### src/rtl/sram_word_ctrl_pkg.sv
// Shared constants for the word-level SRAM access sequencer: FSM state
// encodings, cell_r_w strobe polarity and default widths.
package sram_word_ctrl_pkg;

  localparam int ADDR_W_DEF     = 2;
  localparam int ROWS_DEF       = 4;
  localparam int DATA_W_DEF     = 4;
  localparam int ACCESS_CYC_DEF = 2;

  localparam logic [2:0] S_IDLE   = 3'd0;
  localparam logic [2:0] S_SETUP  = 3'd1;
  localparam logic [2:0] S_ACCESS = 3'd2;
  localparam logic [2:0] S_HOLD   = 3'd3;
  localparam logic [2:0] S_RESP   = 3'd4;

  localparam logic R_W_WRITE = 1'b1;
  localparam logic R_W_READ  = 1'b0;

endpackage

### src/rtl/sram_word_ctrl_row_decoder.sv
// Row address decoder: one-hot row select when enabled, plus a flag for
// addresses beyond the implemented rows (those never select anything).
module sram_word_ctrl_row_decoder #(
  parameter int ADDR_W = 2,
  parameter int ROWS   = 4
) (
  input  logic [ADDR_W-1:0] addr,
  input  logic              en,
  output logic [ROWS-1:0]   sel,
  output logic              oob
);

  // Decode the address; an out-of-range address yields an all-zero select.
  always_comb begin
    oob = (32'(addr) >= ROWS);
    for (int i = 0; i < ROWS; i++) begin
      sel[i] = en && (32'(addr) == i);
    end
  end

endmodule

### src/rtl/sram_word_ctrl.sv
// Word-level access sequencer for the bitcell array. Accepts read/write
// requests, walks SETUP -> ACCESS -> HOLD around each access so the select
// lines and the r_w strobe never move together, and returns read data over
// a valid/ready response channel.
module sram_word_ctrl
  import sram_word_ctrl_pkg::*;
#(
  parameter int ADDR_W     = ADDR_W_DEF,
  parameter int ROWS       = ROWS_DEF,
  parameter int DATA_W     = DATA_W_DEF,
  parameter int ACCESS_CYC = ACCESS_CYC_DEF
) (
  input  logic              clk,
  input  logic              rst,
  input  logic              req_valid,
  output logic              req_ready,
  input  logic              req_we,
  input  logic [ADDR_W-1:0] req_addr,
  input  logic [DATA_W-1:0] req_wdata,
  output logic              rsp_valid,
  input  logic              rsp_ready,
  output logic [DATA_W-1:0] rsp_rdata,
  output logic              rsp_err,
  output logic [ROWS-1:0]   cell_sel,
  output logic              cell_r_w,
  output logic [DATA_W-1:0] cell_in,
  input  logic [DATA_W-1:0] cell_out
);

  localparam int CNT_W = (ACCESS_CYC > 1) ? $clog2(ACCESS_CYC) : 1;
  localparam logic [CNT_W-1:0] LAST_CNT = CNT_W'(ACCESS_CYC - 1);

  logic [2:0]        state_r;
  logic [2:0]        state_nxt;
  logic              we_r;
  logic [ADDR_W-1:0] addr_r;
  logic [CNT_W-1:0]  cnt_r;
  logic [ROWS-1:0]   cell_sel_r;
  logic              cell_r_w_r;
  logic [DATA_W-1:0] cell_in_r;
  logic [DATA_W-1:0] rdata_r;
  logic              err_r;
  logic [ROWS-1:0]   dec_sel;
  logic              dec_oob;
  logic              last_access;

  assign last_access = (cnt_r == LAST_CNT);

  // Select lines are precomputed from the next state so cell_sel is a plain
  // register that is high exactly while the FSM sits in ACCESS.
  sram_word_ctrl_row_decoder #(
    .ADDR_W (ADDR_W),
    .ROWS   (ROWS)
  ) u_row_decoder (
    .addr (addr_r),
    .en   (state_nxt == S_ACCESS),
    .sel  (dec_sel),
    .oob  (dec_oob)
  );

  // Next-state logic of the access sequencer.
  always_comb begin
    state_nxt = state_r;
    case (state_r)
      S_IDLE: begin
        if (req_valid) begin
          state_nxt = S_SETUP;
        end else begin
          state_nxt = S_IDLE;
        end
      end
      S_SETUP: begin
        state_nxt = S_ACCESS;
      end
      S_ACCESS: begin
        if (last_access) begin
          state_nxt = S_HOLD;
        end else begin
          state_nxt = S_ACCESS;
        end
      end
      S_HOLD: begin
        if (we_r) begin
          state_nxt = S_IDLE;
        end else begin
          state_nxt = S_RESP;
        end
      end
      S_RESP: begin
        if (rsp_ready) begin
          state_nxt = S_IDLE;
        end else begin
          state_nxt = S_RESP;
        end
      end
      default: begin
        state_nxt = S_IDLE;
      end
    endcase
  end

  // State, request capture, registered array drive and read-data capture.
  always_ff @(posedge clk) begin
    if (rst) begin
      state_r    <= S_IDLE;
      we_r       <= 1'b0;
      addr_r     <= '0;
      cnt_r      <= '0;
      cell_sel_r <= '0;
      cell_r_w_r <= R_W_READ;
      cell_in_r  <= '0;
      rdata_r    <= '0;
      err_r      <= 1'b0;
    end else begin
      state_r    <= state_nxt;
      cell_sel_r <= dec_sel;
      case (state_r)
        S_IDLE: begin
          // Strobe and write data go up with the SETUP entry, one edge
          // before any row is selected.
          if (req_valid) begin
            we_r       <= req_we;
            addr_r     <= req_addr;
            cell_r_w_r <= req_we ? R_W_WRITE : R_W_READ;
            cell_in_r  <= req_we ? req_wdata : '0;
          end
        end
        S_SETUP: begin
          cnt_r <= '0;
        end
        S_ACCESS: begin
          cnt_r <= cnt_r + 1'b1;
          if (last_access && !we_r) begin
            rdata_r <= dec_oob ? '1 : cell_out;
            err_r   <= dec_oob;
          end
        end
        S_HOLD: begin
          // Rows are already deselected here, so dropping the strobe
          // cannot disturb any cell.
          cell_r_w_r <= R_W_READ;
          cell_in_r  <= '0;
        end
        default: begin
          cnt_r <= cnt_r;
        end
      endcase
    end
  end

  assign req_ready = (state_r == S_IDLE);
  assign rsp_valid = (state_r == S_RESP);
  assign rsp_rdata = rdata_r;
  assign rsp_err   = err_r;
  assign cell_sel  = cell_sel_r;
  assign cell_r_w  = cell_r_w_r;
  assign cell_in   = cell_in_r;

endmodule
### config.mk
export PLATFORM = sky130hd
export DESIGN_NAME = sram_word_ctrl
export DESIGN_NICKNAME = d
export VERILOG_FILES = /design/src/rtl/sram_word_ctrl_pkg.sv /design/src/rtl/sram_word_ctrl_row_decoder.sv /design/src/rtl/sram_word_ctrl.sv
export SDC_FILE = /design/constraint.sdc
export NUM_CORES = 1
export LEC_CHECK = 0
export ABC_CLOCK_PERIOD_IN_PS = 1500
export BUFFER_PORTS_ARGS = -buffer_cell sky130_fd_sc_hd__buf_2
export CAP_MARGIN = 20
export CORE_UTILIZATION = 44
export CTS_BUF_LIST = sky130_fd_sc_hd__clkbuf_2 sky130_fd_sc_hd__clkbuf_4 sky130_fd_sc_hd__clkbuf_8
export CTS_CLUSTER_SIZE = 24
export DETAILED_ROUTE_END_ITERATION = 12
export GPL_ROUTABILITY_DRIVEN = 0
export PLACE_DENSITY = 0.72
export SLEW_MARGIN = 20
export SYNTH_ARGS = -nofsm -noshare
export SYNTH_HDL_FRONTEND = slang
export SYNTH_SLANG_ARGS = --single-unit
### constraint.sdc
create_clock -name clk -period 1.5 [get_ports clk]
set_input_delay 0.15 -clock clk [delete_from_list [all_inputs] [get_ports clk]]
set_output_delay 0.15 -clock clk [all_outputs]
set_load 0.03 [all_outputs]
After elaboration in Yosys (flattened, before gate mapping). Index checks and enable logic that the tools add are counted. Widths: inputs -> output; s select.

Bits in read-only memories: 0. Bits in latches: 0. RAM bits: 0. Logic and storage cells: 43. Register bits: 20. Memories kept: 0. Input port bits: 15.

Shifts and indexed selects: 0. Div/mod/pow operators: 0. $add $sub $neg: 1. Reduce and logical (&&, ||, !) cells: 13. Order comparisons: 0. Multiplexer cells: 12. $mul: 0. Bitwise gates (word level): 0. Eq/ne operators: 9.

Operators with widths (number): $pmux 3 s5 (1); $eq 3x2->1 const B (3); $mux 4 (2); $pmux 4 s2 (1); $mux 3 (2); $reduce_and 2->1 (3); $logic_and 1x1->1 (5); $eq 2x2->1 const B (2); $mux 1 (4); $pmux 1 s2 (2); $reduce_bool 2->1 (2); $eq 3x1->1 const B (1); $eq 3x3->1 const B (1); $logic_not 3->1 (1); $eq 2x1->1 const B (1); $logic_not 2->1 (1); $ne 2x2->1 const B (1); $add 1x1->1 const B (1); $logic_not 1->1 (1).

Depth between registers and ports, before layout. Gate-level depths: netlist of run 1.

Depth in word-level cells: 4. Depth in mapped cells: 4. Mapped depth without buffers: 3.

Modules after synthesis. From an unflattened synthesis of run 1, not the netlist that was laid out.

Cell total of the unflattened synthesis: 89. Area total of the unflattened synthesis: 894.6 um2.

Modules (own cells, without submodules): sram_word_ctrl (times used 1, cells an instance 83, seq. area each 420.4 um2, area an instance 845.8 um2); sram_word_ctrl_row_decoder (times used 1, cells an instance 6, seq. area each 0.0 um2, area an instance 48.8 um2).

Worst setup path after synthesis of run 1. OpenSTA, ideal clock, no wires.

Kind: register to register. Start: register state_r[2]. End: register state_r[2]. Period minus slack after synthesis: 1494 ps. Setup slack: 6 ps. Stages on the path, launching flop included: 5. Path buffers: 1. Data arrival time: 1426 ps. Required time: 1431 ps. Path through: dfxtp_1 buf_6 nor3b_1 a32oi_1 nor2_1.

Word-level cells in the longest chain between the ends: 2.

RTL lines: from (decl) (line sram_word_ctrl.sv:33) `logic [2:0] state_r;`; from (signal assigned) (line sram_word_ctrl.sv:115) `state_r <= state_nxt;`; $eq 3x3->1; via rsp_valid (line sram_word_ctrl.sv:20) `output logic rsp_valid,`; $pmux 3 s5 (line sram_word_ctrl.sv:64) `case (state_r)`.

The timed path passes the listed nets, and every way through them passes these cells. A chain may end at the register's enable or synchronous reset.

Worst setup path after layout of run 1.
Start: register state_r[1]. End: output rsp_valid.

Word-level cells in the longest chain between the ends: 1.

RTL lines: $eq 3x3->1 (line sram_word_ctrl.sv:152) `assign rsp_valid = (state_r == S_RESP);`; to (decl) (line sram_word_ctrl.sv:20).

Every way passes these cells.

==> results of run 1 <==
routing by layer:
metal | GRT usage | vias up | wire (um)
met5 | 0 | - | 0
met4 | 0.09412 | 0 | 12
met3 | 0.02381 | 2 | 49
met2 | 0.3000 | 15 | 825
met1 | 0.2039 | 291 | 702
li1 | - | 334 | -
worst max-delay path: stages (launching register included):
cell     delay (ps)
dfxtp_1         390
buf_4           190
nor3b_2         210
buf_4           200
flip-flops by register name, indices dropped and copies added, names as in the netlist:
name,count
state_r,3
addr_r,2
cell_sel,4
cell_r_w,1
rsp_rdata,4
cnt_r,1
we_r,1
cell_in,4
kinds of logic after synthesis:
logic type / after synthesis / synth area share
and+or+nand+nor: 30 / 0.2522
AOI/OAI and AO/OA: 11 / 0.1068
buffers and inverters: 8 / 0.06677
muxes: 8 / 0.09496
DFF: 20 / 0.4748
other: 1 / 0.004447
worst paths after layout:
kind                          from                 endpoint  cells past startpoint
min reg2reg  cell_r_w$_SDFFE_PP0P_    cell_r_w$_SDFFE_PP0P_                      1
min                   req_wdata[3]  cell_in[3]$_SDFFE_PP0P_                      2
max reg2reg  state_r[1]$_SDFF_PP0_  cell_in[1]$_SDFFE_PP0P_                      3
max          state_r[1]$_SDFF_PP0_                rsp_valid                      3
timing repair:
item | 4_1_cts | 5_1_grt
gates resized for setup | 2 | 1
setup endpoints to repair | 1 | 1
pin swaps | 0 | 0
hold buffers | 0 | 0
per-stage QoR:
| step | setup WS (ps) | util |
|---|---|---|
| after global placement | 176.5 | 0.5631 |
| after floorplan | 5.880 | - |
| after detailed placement | 134.2 | 0.5631 |
| after global routing | 10.88 | 0.5979 |
| final | 67.90 | 0.5979 |
| after CTS | 56.03 | 0.5972 |
layout make-up:
class / instances / area, um2 / area share
Inverter: 2 / 7.507 / 0.007117
Multi-Input combinational cell: 50 / 391.6 / 0.3713
Sequential cell: 20 / 401.6 / 0.3808
Tap cell: 25 / 31.28 / 0.02966
Clock inverter: 1 / 30.03 / 0.02847
Clock buffer: 3 / 22.52 / 0.02135
Timing Repair Buffer: 32 / 170.2 / 0.1613
placed cells by master (no fill, tap or decap):
| master | instances |
|---|---|
| o21a_1 | 1 |
| nor4_1 | 1 |
| and3b_4 | 1 |
| buf_4 | 4 |
| nor3b_2 | 1 |
| bufinv_16 | 1 |
| clkbuf_4 | 3 |
| conb_1 | 1 |
| nand3_1 | 1 |
| a22o_1 | 4 |
| or2_2 | 1 |
| a311oi_2 | 1 |
| nor4b_4 | 2 |
| a32oi_1 | 1 |
| or3_1 | 1 |
| dfxtp_2 | 1 |
| a31oi_1 | 1 |
| nor4b_1 | 2 |
| nor3_1 | 3 |
| nand2_1 | 1 |
| inv_1 | 2 |
| buf_2 | 28 |
| nor2_1 | 6 |
| mux2i_1 | 8 |
| dfxtp_1 | 19 |
| a21o_1 | 1 |
| a21oi_1 | 1 |
| o21ai_0 | 1 |
| nand2b_1 | 10 |
power by group through the flow:
| stage | sequential [W] | combinational [W] | clock, W |
|---|---|---|---|
| final | 0.000579 | 0.000169 | 0.000434 |
| after global placement | 0.000588 | 0.000164 | 0 |
| after global routing | 0.000582 | 0.000182 | 0.000471 |
| after floorplan | 0.000603 | 0.000110 | 0 |
| after CTS | 0.000578 | 0.000170 | 0.000445 |
| after detailed placement | 0.000590 | 0.000168 | 0 |
==> flow_summary.json, run 1 <==
{
  "status": "completed",
  "synth_async_sr_flop_share": 0,
  "period_needed_ps": 1432,
  "nFillCells": 172,
  "clock_tree.root_cell": "clkbuf_4",
  "hpwl_mm": 1.222,
  "fin_tns_setup_ps": 0,
  "numPortBuffers": 29,
  "ant_nets": 0,
  "synth_cell_types": 27,
  "yosysMostFrequentCell": "dfxtp_1",
  "cts_buffer_depth": 2,
  "fp.dieH_um": 45.78,
  "vdd_ir_drop_max_uv": 599.8,
  "antenna_found_initial": 0,
  "synth_enable_flop_cells": 0,
  "final_cells": 133,
  "drc": 0,
  "io_pins": 31,
  "p_per_area_mw_per_mm2": 1120,
  "rrSetupSlack_ps": 120,
  "leakagePower_nw": 0.4658,
  "cp.required_ps": 1350,
  "crit_fanout": 6,
  "synth_top_area_frac": 0.4748,
  "p_clk_frac": 0.367,
  "syn_avg_cell_area_um2": 10.81,
  "clock_latency_ps": 290,
  "power.share.combinational": 0.143,
  "antennaDiodeCount": 0,
  "finalSetupViolations": 0,
  "hold_viol": 0,
  "syn-instance-count": 78,
  "yosys-top-cells-area": "dfxtp_1, mux2i_1, nand2b_1",
  "first_pass_iters": 4,
  "hold-worst-slack_ps": 61.47,
  "power.switching_w": 0.0002833,
  "core_mm2": 0.001764,
  "worstPathArrival_ps": 1280,
  "hp-class": "in2reg",
  "drv_cap": 0,
  "ys_warn_count": 0,
  "cp-end-kind": "primary output",
  "grt_pass1_vias": 639,
  "placedCellCount": 129,
  "cts_setup_buffers": 0,
  "synth_nets": 93,
  "clkTransAtPathRegs_ps": 110,
  "area_growth_pct": 25.07,
  "period_share": 0.9547,
  "die-area_mm2": 0.002096,
  "crit_path_start_kind": "flip-flop",
  "rsz0062_at_grt": "no",
  "yosys.area.top_type": "dfxtp_1",
  "routedWlPerCell_um": 11.95,
  "finalInstanceArea_mm2": 0.001055,
  "cts_buffers": 3,
  "crit_type": "reg2out",
  "grt_overflow_total": 0,
  "cts_tree": "done",
  "die_w_um": 45.78,
  "initial_core_util": 0.4780,
  "fin_total_pwr_w": 0.001181,
  "vias": 642,
  "synth-seq-cells": 20,
  "avgViaCountPerCell": 4.827,
  "ys_seq_area_frac": 0.4748,
  "place_area_um2": 993.5,
  "cts_sinks": 20,
  "cts-htree-levels": 1,
  "max_clock_freq_mhz": 698.3,
  "slew_viol_final": 0,
  "syn_area_um2": 843.3,
  "drt_iter0_drc": 6,
  "nNetsFinal": 124,
  "drive_above_1_share": 0.3981,
  "switching_share": 0.2399,
  "synthFlopType": "dfxtp_1",
  "totalWireLength_mm": 1.589,
  "p_int_w": 0.0008976,
  "p_seq_frac": 0.490,
  "grt_use_total": 0.1730,
  "num_rows": 15,
  "grt_pass1_wl_mm": 2.573,
  "grt_max_degree": 17,
  "fin_skew_ps": 0.7402,
  "synth.top_cells.by_count": "dfxtp_1, nand2b_1, mux2i_1"
}
(Power assumes the default switching activity.)
==> run 2, diff against run 1 <==
--- a/config.mk
+++ b/config.mk
@@ -5,15 +5,17 @@
 export SDC_FILE = /design/constraint.sdc
 export NUM_CORES = 1
 export LEC_CHECK = 0
+export ABC_AREA = 1
 export ABC_CLOCK_PERIOD_IN_PS = 1500
 export BUFFER_PORTS_ARGS = -buffer_cell sky130_fd_sc_hd__buf_2
 export CAP_MARGIN = 20
+export CORE_MARGIN = 2
 export CORE_UTILIZATION = 44
 export CTS_BUF_LIST = sky130_fd_sc_hd__clkbuf_2 sky130_fd_sc_hd__clkbuf_4 sky130_fd_sc_hd__clkbuf_8
 export CTS_CLUSTER_SIZE = 24
 export DETAILED_ROUTE_END_ITERATION = 12
 export GPL_ROUTABILITY_DRIVEN = 0
-export PLACE_DENSITY = 0.72
+export PLACE_DENSITY = 0.73
 export SLEW_MARGIN = 20
 export SYNTH_ARGS = -nofsm -noshare
 export SYNTH_HDL_FRONTEND = slang
==> flow_summary.json, run 2 <==
{
  "grt_overflow_total": 0,
  "period_share": 0.9337,
  "p_per_area_mw_per_mm2": 1174,
  "grt_use_total": 0.1727,
  "synthFlopType": "dfxtp_1",
  "routedWlPerCell_um": 10.31,
  "rsz0062_at_grt": "no",
  "die-area_mm2": 0.002187,
  "hold_viol": 0,
  "cts_sinks": 20,
  "status": "completed",
  "synth_top_area_frac": 0.4977,
  "vias": 773,
  "nNetsFinal": 152,
  "yosys.area.top_type": "dfxtp_1",
  "final_util": 0.5899,
  "hp-class": "in2reg",
  "fin_tns_setup_ps": 0,
  "slowest_delay_ps": 370,
  "cts_hold_buf": 0,
  "synth_enable_flop_cells": 0,
  "cts_resized": 0,
  "initial_core_util": 0.4659,
  "totalWireLength_mm": 1.660,
  "drv_cap": 0,
  "grt_max_degree": 13,
  "hpwl_mm": 1.263,
  "worstPathArrival_ps": 1250,
  "period_needed_ps": 1400,
  "ys_seq_area_frac": 0.4977,
  "slew_viol_final": 0,
  "yosys-top-cells-area": "dfxtp_1, nand2_1, nor2_1",
  "numPortBuffers": 29,
  "cts-htree-levels": 1,
  "grt_pass1_vias": 661,
  "ant_nets": 0,
  "clock_latency_ps": 310,
  "finalSetupViolations": 0,
  "vdd_ir_drop_max_uv": 662.0,
  "grt_pass1_wl_mm": 2.663,
  "antenna_found_initial": 0,
  "max_clock_freq_mhz": 714.0,
  "holdPathStages": 3,
  "cp_slowest_cell": "dfxtp_1",
  "layout_commonest_cell": "buf_2",
  "ys_warn_count": 0,
  "fin_total_pwr_w": 0.001195,
  "syn_avg_cell_area_um2": 7.590,
  "final_cell_mix": "buf_2, dfxtp_1, nand2_1",
  "core_mm2": 0.001727,
  "cts_buffer_depth": 2,
  "synth_nets": 121,
  "synth_cell_types": 17,
  "r2r_cells": 5,
  "synth.top_cells.by_count": "dfxtp_1, nand2_1, nor2_1",
  "syn-instance-count": 106,
  "area_growth_pct": 26.59,
  "leakagePower_nw": 0.4809,
  "cp-end-kind": "primary output",
  "num_rows": 15,
  "fin_skew_ps": 13.56,
  "clock_tree.root_cell": "clkbuf_4",
  "syn_area_um2": 804.5,
  "crit_fanout": 5,
  "cts_tree": "done",
  "drive_above_1_share": 0.2868,
  "yosysMostFrequentCell": "dfxtp_1",
  "fp.dieH_um": 46.76,
  "cp.required_ps": 1350,
  "first_pass_iters": 3,
  "die_w_um": 46.76,
  "path_cells": "nor2_4, inv_1, nor2_2, buf_4",
  "avgViaCountPerCell": 4.801,
  "cts_setup_buffers": 0,
  "cts_buffers": 3,
  "drc": 0,
  "clkTransAtPathRegs_ps": 120,
  "io_pins": 31,
  "drt_iter0_drc": 10,
  "antennaDiodeCount": 0,
  "synth-seq-cells": 20,
  "crit_path_start_kind": "flip-flop",
  "crit_type": "reg2out",
  "synth_async_sr_flop_share": 0
}
-- run 2: cell count changes in the layout (fill, tap and decap cells not counted), moves of 7 or more --
| cell | change |
|---|---|
| a21oi_1 | +10 |
| inv_1 | +7 |
| mux2i_1 | -8 |
| nand2_1 | +17 |
| nand2b_1 | -10 |
| nand3_1 | +10 |
| nor2_1 | +9 |
-- run 2: layout make-up --
| class | instances | area, um2 |
|---|---|---|
| Fill cell | 189 | 708.2 |
| Inverter | 9 | 33.78 |
| Timing Repair Buffer | 29 | 150.1 |
| Sequential cell | 20 | 400.4 |
| Clock inverter | 1 | 30.03 |
| Clock buffer | 3 | 22.52 |
| Tap cell | 25 | 31.28 |
| Multi-Input combinational cell | 74 | 350.3 |
-- run 2: through the flow --
step | cells | hold WS [ps] | instance area (um2) | setup slack (ps)
2_1_floorplan | 106 | 228.7 | 804.5 | 177.3
3_5_place_dp | 157 | 393.8 | 955.9 | 326.4
3_3_place_gp | 157 | 381.6 | 955.9 | 390.7
5_1_grt | 161 | 76.97 | 1018 | 4.143
6_report | 161 | 79.98 | 1018 | 99.52
4_1_cts | 161 | 71.31 | 1008 | 11.36
-- run 2: report_power, final --
group / switching, W / internal (W) / leakage [nW]
clock: 0.000171 / 0.000270 / 0.0279
combinational: 0.000120 / 0.0000591 / 0.290
sequential: 0.0000184 / 0.000556 / 0.163
total: 0.000309 / 0.000886 / 0.481
-- run 2: critical path: cells and delay by family (launching register included) --
| kind | cells | cell delay [ps] |
|---|---|---|
| buf+inv | 2 | 280 |
| simple gates | 2 | 280 |
| flops | 1 | 370 |
-- run 2: worst paths after layout --
| path | startpoint | end | slack [ps] |
|---|---|---|---|
| setup reg to reg | state_r[2]$_SDFF_PP0_ | cell_in[0]$_SDFFE_PP0P_ | 300 |
| setup / recovery | state_r[0]$_SDFF_PP0_ | req_ready | 100 |
| hold reg to reg | we_r$_SDFFE_PP0P_ | we_r$_SDFFE_PP0P_ | 480 |
| hold / removal | cell_out[1] | rsp_rdata[1]$_SDFFE_PP0P_ | 80 |
-- run 2: cells by family after synthesis --
group / after synthesis / share of synthesized area
AND/OR/NAND/NOR: 57 / 0.3250
flip-flops: 20 / 0.4977
AO/OA/AOI/OAI: 16 / 0.09952
buffers and inverters: 12 / 0.07309
other: 1 / 0.004661
-- run 2: per-layer routing --
metal  vias up  routed length, um  global-route usage  part of all wire
li1        408                  -                   -                 -
met1       343                744              0.2151              0.45
met2        18                804              0.2849              0.48
met3         4                 79             0.03462             0.048
met4         0                 31             0.08333             0.019
met5         -                  0                   0                 0
==> run 3, diff against run 2 <==
--- a/config.mk
+++ b/config.mk
@@ -9,13 +9,15 @@
 export ABC_CLOCK_PERIOD_IN_PS = 1500
 export BUFFER_PORTS_ARGS = -buffer_cell sky130_fd_sc_hd__buf_2
 export CAP_MARGIN = 20
+export CELL_PAD_IN_SITES_DETAIL_PLACEMENT = 1
+export CELL_PAD_IN_SITES_GLOBAL_PLACEMENT = 1
 export CORE_MARGIN = 2
-export CORE_UTILIZATION = 44
-export CTS_BUF_LIST = sky130_fd_sc_hd__clkbuf_2 sky130_fd_sc_hd__clkbuf_4 sky130_fd_sc_hd__clkbuf_8
+export CORE_UTILIZATION = 34
+export CTS_BUF_LIST = sky130_fd_sc_hd__clkbuf_8
 export CTS_CLUSTER_SIZE = 24
 export DETAILED_ROUTE_END_ITERATION = 12
 export GPL_ROUTABILITY_DRIVEN = 0
-export PLACE_DENSITY = 0.73
+export PLACE_DENSITY_LB_ADDON = 0.1
 export SLEW_MARGIN = 20
 export SYNTH_ARGS = -nofsm -noshare
 export SYNTH_HDL_FRONTEND = slang
==> flow_summary.json, run 3 (synthesized netlist as in run 2, its figures left out) <==
{
  "status": "completed",
  "fin_skew_ps": 5.291,
  "core_mm2": 0.002233,
  "period_share": 0.9101,
  "slowest_delay_ps": 350,
  "io_pins": 31,
  "layout_commonest_cell": "buf_2",
  "cts_tree": "done",
  "vias": 789,
  "cpLargestDelayFamily": "flip-flops",
  "fin_total_pwr_w": 0.001296,
  "antenna_found_initial": 0,
  "crit_path_start_kind": "flip-flop",
  "nNetsFinal": 152,
  "fp.dieH_um": 52.65,
  "grt_overflow_total": 0,
  "crit_fanout": 5,
  "leakagePower_nw": 0.4891,
  "cp_slowest_cell": "dfxtp_1",
  "grt_pass1_wl_mm": 3.312,
  "vdd_ir_drop_max_uv": 536.1,
  "grt_max_degree": 13,
  "initial_core_util": 0.3602,
  "cts_buffers": 3,
  "antennaDiodeCount": 0,
  "grt_use_total": 0.1630,
  "fin_tns_setup_ps": 0,
  "num_rows": 17,
  "drv_cap": 0,
  "clkTransAtPathRegs_ps": 80,
  "hp-class": "in2reg",
  "hold_viol": 0,
  "p_per_area_mw_per_mm2": 1251,
  "finalSetupViolations": 0,
  "crit_type": "reg2out",
  "cp.required_ps": 1350,
  "drt_iter0_drc": 7,
  "area_growth_pct": 28.77,
  "max_clock_freq_mhz": 732.6,
  "drc": 0,
  "multiInputGateArea_um2": 347.8,
  "die_w_um": 52.65,
  "path_buf_inv": 2,
  "hpwl_mm": 1.524,
  "cts-htree-levels": 1,
  "avgViaCountPerCell": 4.811,
  "hold-worst-slack_ps": 122.3,
  "clock_tree.root_cell": "clkbuf_8",
  "ant_nets": 0,
  "numPortBuffers": 29,
  "slew_viol_final": 0,
  "die-area_mm2": 0.002772,
  "regArea_um2": 400.4,
  "final_cells": 164,
  "cts_sinks": 20,
  "cp-end-kind": "primary output",
  "first_pass_iters": 4,
  "final_cell_mix": "buf_2, dfxtp_1, nand2_1",
  "totalWireLength_mm": 1.965,
  "nFillCells": 297,
  "routedWlPerCell_um": 11.98,
  "cts_buffer_depth": 2,
  "placedCellCount": 160,
  "drive_above_1_share": 0.2794,
  "clock_latency_ps": 260,
  "path_cells": "nor2_4, inv_1, nor2_2, clkbuf_4",
  "grt_pass1_vias": 751,
  "worstPathArrival_ps": 1220,
  "period_needed_ps": 1365
}
-- run 3: changes by cell type in the layout (fill, tap and decap cells not counted) --
cell      before  now
buf_2         27   28
buf_4          2    0
clkbuf_4       3    1
clkbuf_8       0    3
nor2_1        15   16
nor2_2         2    1
-- run 3: cell type report --
cell class | instances | share of cell area
Clock buffer | 3 | 0.03986
Sequential cell | 20 | 0.3865
Clock inverter | 1 | 0.02899
Inverter | 9 | 0.03261
Multi-Input combinational cell | 74 | 0.3358
Timing Repair Buffer | 29 | 0.1425
Tap cell | 28 | 0.03382
-- run 3: path summary, 6_finish.rpt --
check | cells after the start | slack (ps) | startpoint | to
worst min register to register | 2 | 480 | we_r$_SDFFE_PP0P_ | we_r$_SDFFE_PP0P_
worst min-delay path | 3 | 120 | cell_out[0] | rsp_rdata[0]$_SDFFE_PP0P_
worst max-delay path | 4 | 130 | state_r[1]$_SDFF_PP0_ | req_ready
worst max register to register | 5 | 260 | state_r[2]$_SDFF_PP0_ | cell_in[2]$_SDFFE_PP0P_
-- run 3: tightest hold or removal path: cells and delay by family --
family	cells	cell delay, ps
AND/OR/NAND/NOR	2	120
buffers and inverters	1	70
-- run 3: through the flow --
stage / util / setup slack [ps] / area, um2
detailed placement: 0.4297 / 275.4 / 959.7
finish: 0.4639 / 134.9 / 1036
global route: 0.4639 / -7.081 / 1036
CTS: 0.4616 / 72.28 / 1031
floorplan: - / 177.3 / 804.5
global placement: 0.4297 / 353.0 / 959.7
-- run 3: repair_timing --
action                                  4_1_cts  5_1_grt
setup buffers                                 0        0
endpoints found under the setup margin        0        1
resized for setup                             0        2
hold buffers                                  0        0
-- run 3: power by group --
part | total, W | internal (W) | switching [W]
registers | 0.000574 | 0.000556 | 0.0000181
clock network | 0.000540 | 0.000356 | 0.000184
logic | 0.000182 | 0.0000585 | 0.000124
-- run 3: routing by layer --
metal | routed length (um) | vias up | GRT usage | part of all wire
met5 | 0 | - | 0 | 0
met4 | 12 | 0 | 0.06410 | 0.0061
met3 | 103 | 2 | 0.02571 | 0.052
met2 | 1007 | 22 | 0.2813 | 0.51
met1 | 842 | 362 | 0.2004 | 0.43
li1 | - | 403 | - | -
